`config.mk`:
```
export PLATFORM = sky130hd
export DESIGN_NAME = pushbutton_conditioner
export DESIGN_NICKNAME = d
export VERILOG_FILES = /design/src/rtl/pushbutton_conditioner.sv
export SDC_FILE = /design/constraint.sdc
export NUM_CORES = 1
export LEC_CHECK = 0
export CAP_MARGIN = 5
export CORE_AREA = 2 2 39 41
export CTS_BUF_LIST = sky130_fd_sc_hd__clkbuf_8
export DETAILED_ROUTE_END_ITERATION = 10
export DIE_AREA = 0 0 41 43
export PLACE_DENSITY = 0.51
export SYNTH_ARGS = -nofsm -noshare
export SYNTH_HDL_FRONTEND = slang
export SYNTH_SLANG_ARGS = --single-unit
```
`constraint.sdc`:
```
create_clock -name clock -period 1.3 [get_ports clock]
set_input_delay 0.26 -clock clock [delete_from_list [all_inputs] [get_ports clock]]
set_output_delay 0.26 -clock clock [all_outputs]
set_load 0.05 [all_outputs]
```
`src/rtl/pushbutton_conditioner.sv`:
```
// rtl/pushbutton_conditioner.sv - push-button synchroniser, debouncer and press/release/long-press event generator (optional PUSHBUTTON_LONGPRESS_EN)
module pushbutton_conditioner #(
    parameter int DEBOUNCE_CYCLES   = 4,
    parameter int LONG_PRESS_CYCLES = 16
) (
    input  logic clock,
    input  logic resetN,
    input  logic pushButton,
    output logic buttonLevel,
    output logic pressPulse,
    output logic releasePulse,
    output logic longPressPulse
);

    localparam int DW = $clog2(DEBOUNCE_CYCLES + 1);
    localparam logic [DW-1:0] DB_LAST = DW'(DEBOUNCE_CYCLES);

    typedef enum logic [1:0] {
        RELEASED      = 2'd0,
        CHECK_PRESS   = 2'd1,
        PRESSED       = 2'd2,
        CHECK_RELEASE = 2'd3
    } state_t;

    // Both counts must be at least one for the counters to make sense.
    if (DEBOUNCE_CYCLES < 1 || LONG_PRESS_CYCLES < 1) begin : g_bad_param
        $error("pushbutton_conditioner: DEBOUNCE_CYCLES and LONG_PRESS_CYCLES must be >= 1");
    end

    logic          sync1_q, sync2_q;
    state_t        state_q, state_d;
    logic [DW-1:0] db_q, db_d;
    logic          level_q, level_d;
    logic          press_q, press_d;
    logic          release_q, release_d;

    // Two-flop synchroniser for the asynchronous button pin.
    always_ff @(posedge clock) begin
        if (!resetN) begin
            sync1_q <= 1'b0;
            sync2_q <= 1'b0;
        end else begin
            sync1_q <= pushButton;
            sync2_q <= sync1_q;
        end
    end

    // Debounce FSM next state; a transition is accepted on the DEBOUNCE_CYCLES-th consecutive sample.
    always_comb begin
        state_d   = state_q;
        db_d      = db_q;
        press_d   = 1'b0;
        release_d = 1'b0;
        case (state_q)
            RELEASED: begin
                if (sync2_q) begin
                    if (DB_LAST == DW'(1)) begin
                        state_d = PRESSED;
                        press_d = 1'b1;
                        db_d    = '0;
                    end else begin
                        state_d = CHECK_PRESS;
                        db_d    = DW'(1);
                    end
                end
            end
            CHECK_PRESS: begin
                if (!sync2_q) begin
                    state_d = RELEASED;
                    db_d    = '0;
                end else if (db_q == DB_LAST - DW'(1)) begin
                    state_d = PRESSED;
                    press_d = 1'b1;
                    db_d    = '0;
                end else begin
                    db_d = db_q + DW'(1);
                end
            end
            PRESSED: begin
                if (!sync2_q) begin
                    if (DB_LAST == DW'(1)) begin
                        state_d   = RELEASED;
                        release_d = 1'b1;
                        db_d      = '0;
                    end else begin
                        state_d = CHECK_RELEASE;
                        db_d    = DW'(1);
                    end
                end
            end
            CHECK_RELEASE: begin
                if (sync2_q) begin
                    state_d = PRESSED;
                    db_d    = '0;
                end else if (db_q == DB_LAST - DW'(1)) begin
                    state_d   = RELEASED;
                    release_d = 1'b1;
                    db_d      = '0;
                end else begin
                    db_d = db_q + DW'(1);
                end
            end
            default: begin
                state_d = RELEASED;
                db_d    = '0;
            end
        endcase
        level_d = (state_d == PRESSED) || (state_d == CHECK_RELEASE);
    end

    // FSM state and registered outputs; level and pulses change on the same edge.
    always_ff @(posedge clock) begin
        if (!resetN) begin
            state_q   <= RELEASED;
            db_q      <= '0;
            level_q   <= 1'b0;
            press_q   <= 1'b0;
            release_q <= 1'b0;
        end else begin
            state_q   <= state_d;
            db_q      <= db_d;
            level_q   <= level_d;
            press_q   <= press_d;
            release_q <= release_d;
        end
    end

    assign buttonLevel  = level_q;
    assign pressPulse   = press_q;
    assign releasePulse = release_q;

`ifdef PUSHBUTTON_LONGPRESS_EN
    localparam int HW = $clog2(LONG_PRESS_CYCLES + 1);
    localparam logic [HW-1:0] HOLD_MAX = HW'(LONG_PRESS_CYCLES);

    logic [HW-1:0] hold_q, hold_d;
    logic          long_q, long_d;
    logic          entering_pressed;
    logic          holding;

    assign entering_pressed = (state_d == PRESSED) &&
                              ((state_q == RELEASED) || (state_q == CHECK_PRESS));
    assign holding          = (state_q == PRESSED) || (state_q == CHECK_RELEASE);

    // Saturating hold counter; release acceptance wins over a same-edge long-press event.
    always_comb begin
        hold_d = hold_q;
        long_d = 1'b0;
        if (state_d == RELEASED || entering_pressed) begin
            hold_d = '0;
        end else if (holding && hold_q != HOLD_MAX) begin
            hold_d = hold_q + HW'(1);
            long_d = (hold_q == HOLD_MAX - HW'(1));
        end
    end

    // Hold counter and long-press pulse registers.
    always_ff @(posedge clock) begin
        if (!resetN) begin
            hold_q <= '0;
            long_q <= 1'b0;
        end else begin
            hold_q <= hold_d;
            long_q <= long_d;
        end
    end

    assign longPressPulse = long_q;
`else
    assign longPressPulse = 1'b0;
`endif

endmodule

```
==> results.md <==
- The number of top-level pins is 7.
- The DRC violation count after routing is 0.
- After layout, the design draws a total of 0.638 mW.
- By startpoint and endpoint, the worst setup path is classified as reg2out.
- On the critical path, the stage with the largest delay is an instance of sky130_fd_sc_hd__dfxtp_1.
- The distinct cell type count after synthesis is 19.
- The number of placement rows is 14.
- Along the worst hold path, the cell count comes to 1.
- The clock tree from TritonCTS is yes.
- The initial core utilization is 26.7%.
- The longest clock path from root to sink contains 2 buffers.
- The count of max-cap constraint violations is 0.
- Setup slack on the worst reg-to-reg path comes out at 240 ps.
- The clock arrives with approximately 5.8 ps of skew.
- The type of the worst min-delay path is reg2reg.
- The setup fix buffers added after clock tree synthesis is 0.
- The number of antenna violations at the first check in global routing was 0.
- The mean instance size in the synthesized netlist is 11.5 um2.
- Setup violations remaining at the end of the flow were counted as 0.
- The total via count after detailed routing is 237.
- The number of H-tree levels is 1.
- Global routing used between 10 and 15% of the available tracks.
- The critical path's largest stage delay is 460 ps.
- STA classifies the critical path endpoint as a primary output.
- The buffer type at the clock tree root is sky130_fd_sc_hd__clkbuf_8.
- After detailed placement, the design holds a cell count of 52.
- The synthesis-to-layout area growth is 38.3%.
- Measured in cells, the most critical reg-to-reg path has a length of 3.
- Global routing finished with a remaining overflow of 0.
- The path with the worst hold slack has its endpoint at sync2_q$_SDFF_PN0_.
- The startpoint identified for the worst register-to-register timing path is db_q[0]$_SDFFE_PN0P_.
- The number of DRC violations after detailed-routing iteration 0 is 4.
- In this run, post-CTS repair resized a total of 0 instances.
- The detailed-route wire length is a little under 600 um.
- In this run the standard cell core region covers between 1000 and 1500 um2.
- The number of detailed-route iterations in the first pass is 3.
- The routability congestion estimate is between 0.6 and 0.7.
- The combined buffer and inverter count along the critical path is 1.
- After synthesis, the cell types taking the most area are sky130_fd_sc_hd__dfxtp_1 49%, sky130_fd_sc_hd__mux2i_1 8.1%, sky130_fd_sc_hd__xnor2_2 4.4%.
- The area enclosed by the die boundary is around 1800 um2.
- The number of antenna diodes is 0.
- In this run the critical register-to-register path is captured at releasePulse$_SDFF_PP0_.
- The gate family responsible for the most delay along the worst path is flip-flops.
- The clock net in this run drives a total of 9 sinks.
- The share of the clock period used by the worst path is 87.6%.
- For this run, the post-layout net count is 45.
- The kind of launch point of the worst setup path is a flop.
- The cell area after synthesis is roughly 370 um2.
- The final hold violation count is 0.
- The hold buffer count at CTS is 0.
- Counting every net in the synthesized netlist gives 36.
- Cells fill 36.9% of the core in the end.
- The remaining antenna violation count after routing is 0.
- The share of Yosys cell area claimed by the top area cell type is 48.8%.
- The post-synthesis instance total is 32.
- Setup repair after global routing left no endpoint under its margin.
- The first-pass GRT wire length is approximately 1.1 mm.
- The latest clock arrival within the worst-skew pair is 230 ps.
- The vertical die dimension is about 43 um.
- The power density normalized to cell area is 1250 nW/um2.
- The worst hold path begins at sync1_q$_SDFF_PN0_.
- The worst-case IR drop observed on VDD is 805 uV.
- TritonCTS created 3 clock buffers.
- The count of input and output buffers is 5.
- The run finished with clean final reports.
- After layout, the minimum clock period comes to 1140 ps.
- Leaving out filler cells and counting taps, the final layout contains 56.
- The standby leakage power is 0.207 nW.
- The width of the die is 41 um.
- The CTS clock-pin slew for the worst setup and hold paths is 50 ps.
- Final hold analysis gives a worst-case slack of 434 ps.
- The total number of yosys warnings is 0.
- At the worst endpoint, the arrival time is around 880 ps.
- The required time at the endpoint of the critical path is 1040 ps.
- The highest clock frequency the design can meet is 879 MHz.
- After synthesis the netlist holds a flip-flop and latch count of 9.
- The post-route netlist has 32.5% of its cells at a drive strength greater than 1.
- The share of the Yosys chip area taken by registers is 48.8%.
- The per-cell via count in the routed design is 4.23.
- Along the worst path, the maximum fanout reaches 5.
- The critical path goes through buf_12.
- The largest net degree at the start of global routing is 10.
- The post-synthesis cell type with the largest combined area is sky130_fd_sc_hd__dfxtp_1.
- The total count of max-transition violations in the final report is 0.
- The wire length per cell is approximately 10 um.
- The number of global-route vias before repair is 259.
[worst max path at each step]
| stage | end | from | cells after the start |
|---|---|---|---|
| after global routing | state_q[1]$_SDFF_PN0_ | resetN | 4 |
| after floorplan | db_q[1]$_SDFFE_PN0P_ | state_q[1]$_SDFF_PN0_ | 2 |
| after detailed placement | state_q[1]$_SDFF_PN0_ | resetN | 4 |
| final | buttonLevel | state_q[1]$_SDFF_PN0_ | 1 |
| after CTS | buttonLevel | state_q[1]$_SDFF_PN0_ | 1 |
| after global placement | db_q[0]$_SDFFE_PN0P_ | resetN | 3 |
[cell type report]
cell class | instances | area (um2)
flip-flops and latches | 9 | 180
well taps | 16 | 20.0
multi-input cells | 20 | 173
clock buffers | 3 | 41.3
clock inverters | 1 | 5.00
repair buffers | 6 | 87.6
fillers | 140 | 873
inverters | 1 | 3.75
[Yosys cell counts (all sizes together)]
cell,count
a21oi,1
a21bo,1
and2,2
mux2i,3
inv,1
nor3b,1
and4b,2
nand3,1
dfxtp,9
nand3b,2
nand4b,1
nand2,2
xnor2,1
ha,1
and3b,1
conb,1
buf,2
[cell usage in the layout, fill, tap and decap left out]
master and count:
sky130_fd_sc_hd__nand4b_1 1, sky130_fd_sc_hd__and4b_2 1, sky130_fd_sc_hd__nor3b_2 1, sky130_fd_sc_hd__buf_4 1
sky130_fd_sc_hd__xnor2_2 1, sky130_fd_sc_hd__mux2i_1 3, sky130_fd_sc_hd__and4b_1 1, sky130_fd_sc_hd__clkinv_2 1
sky130_fd_sc_hd__ha_1 1, sky130_fd_sc_hd__clkbuf_8 3, sky130_fd_sc_hd__clkdlybuf4s50_1 2, sky130_fd_sc_hd__and2_1 2
sky130_fd_sc_hd__a21oi_1 1, sky130_fd_sc_hd__nand3_1 1, sky130_fd_sc_hd__buf_12 3, sky130_fd_sc_hd__a21bo_2 1
sky130_fd_sc_hd__dfxtp_1 9, sky130_fd_sc_hd__nand2_1 2, sky130_fd_sc_hd__conb_1 1, sky130_fd_sc_hd__nand3b_1 2
sky130_fd_sc_hd__inv_1 1, sky130_fd_sc_hd__and3b_4 1
[cell families after synthesis]
group / synth area share, %
multiplexers: 8.14
adder cells (fa/ha/maj): 3.39
flip-flops: 48.8
AO/OA/AOI/OAI: 4.07
AND/OR/NAND/NOR: 25.8
XOR/XNOR: 4.41
other: 1.02
buffers and inverters: 4.41
[power by group]
| part | switching (mW) | internal [mW] |
|---|---|---|
| sequential | 0.00439 | 0.282 |
| combinational | 0.0159 | 0.0155 |
| clock | 0.111 | 0.209 |
| total | 0.131 | 0.507 |
[flip-flops by register name (all words and copies together) (netlist names)]
register      flops
sync2_q           1
releasePulse      1
sync1_q           1
pressPulse        1
db_q              3
state_q           2
[per-layer routing]
metal	up-vias	share of wire (%)	global-route usage, %
met5	-	0	0
met4	0	2.9	8.00
met3	2	5.5	6.28
met2	6	51	15.0
met1	106	40	10.0
li1	123	-	-
[metrics by stage]
step	setup WS [ps]	cell area, um2	TNS, ps
after global placement	9.27	464	0
after CTS	151	510	0
final	162	510	0
after global routing	108	510	0
after detailed placement	-41.3	464	-44.5
after floorplan	121	369	0
Note: power is estimated with default switching activity, not from simulation.
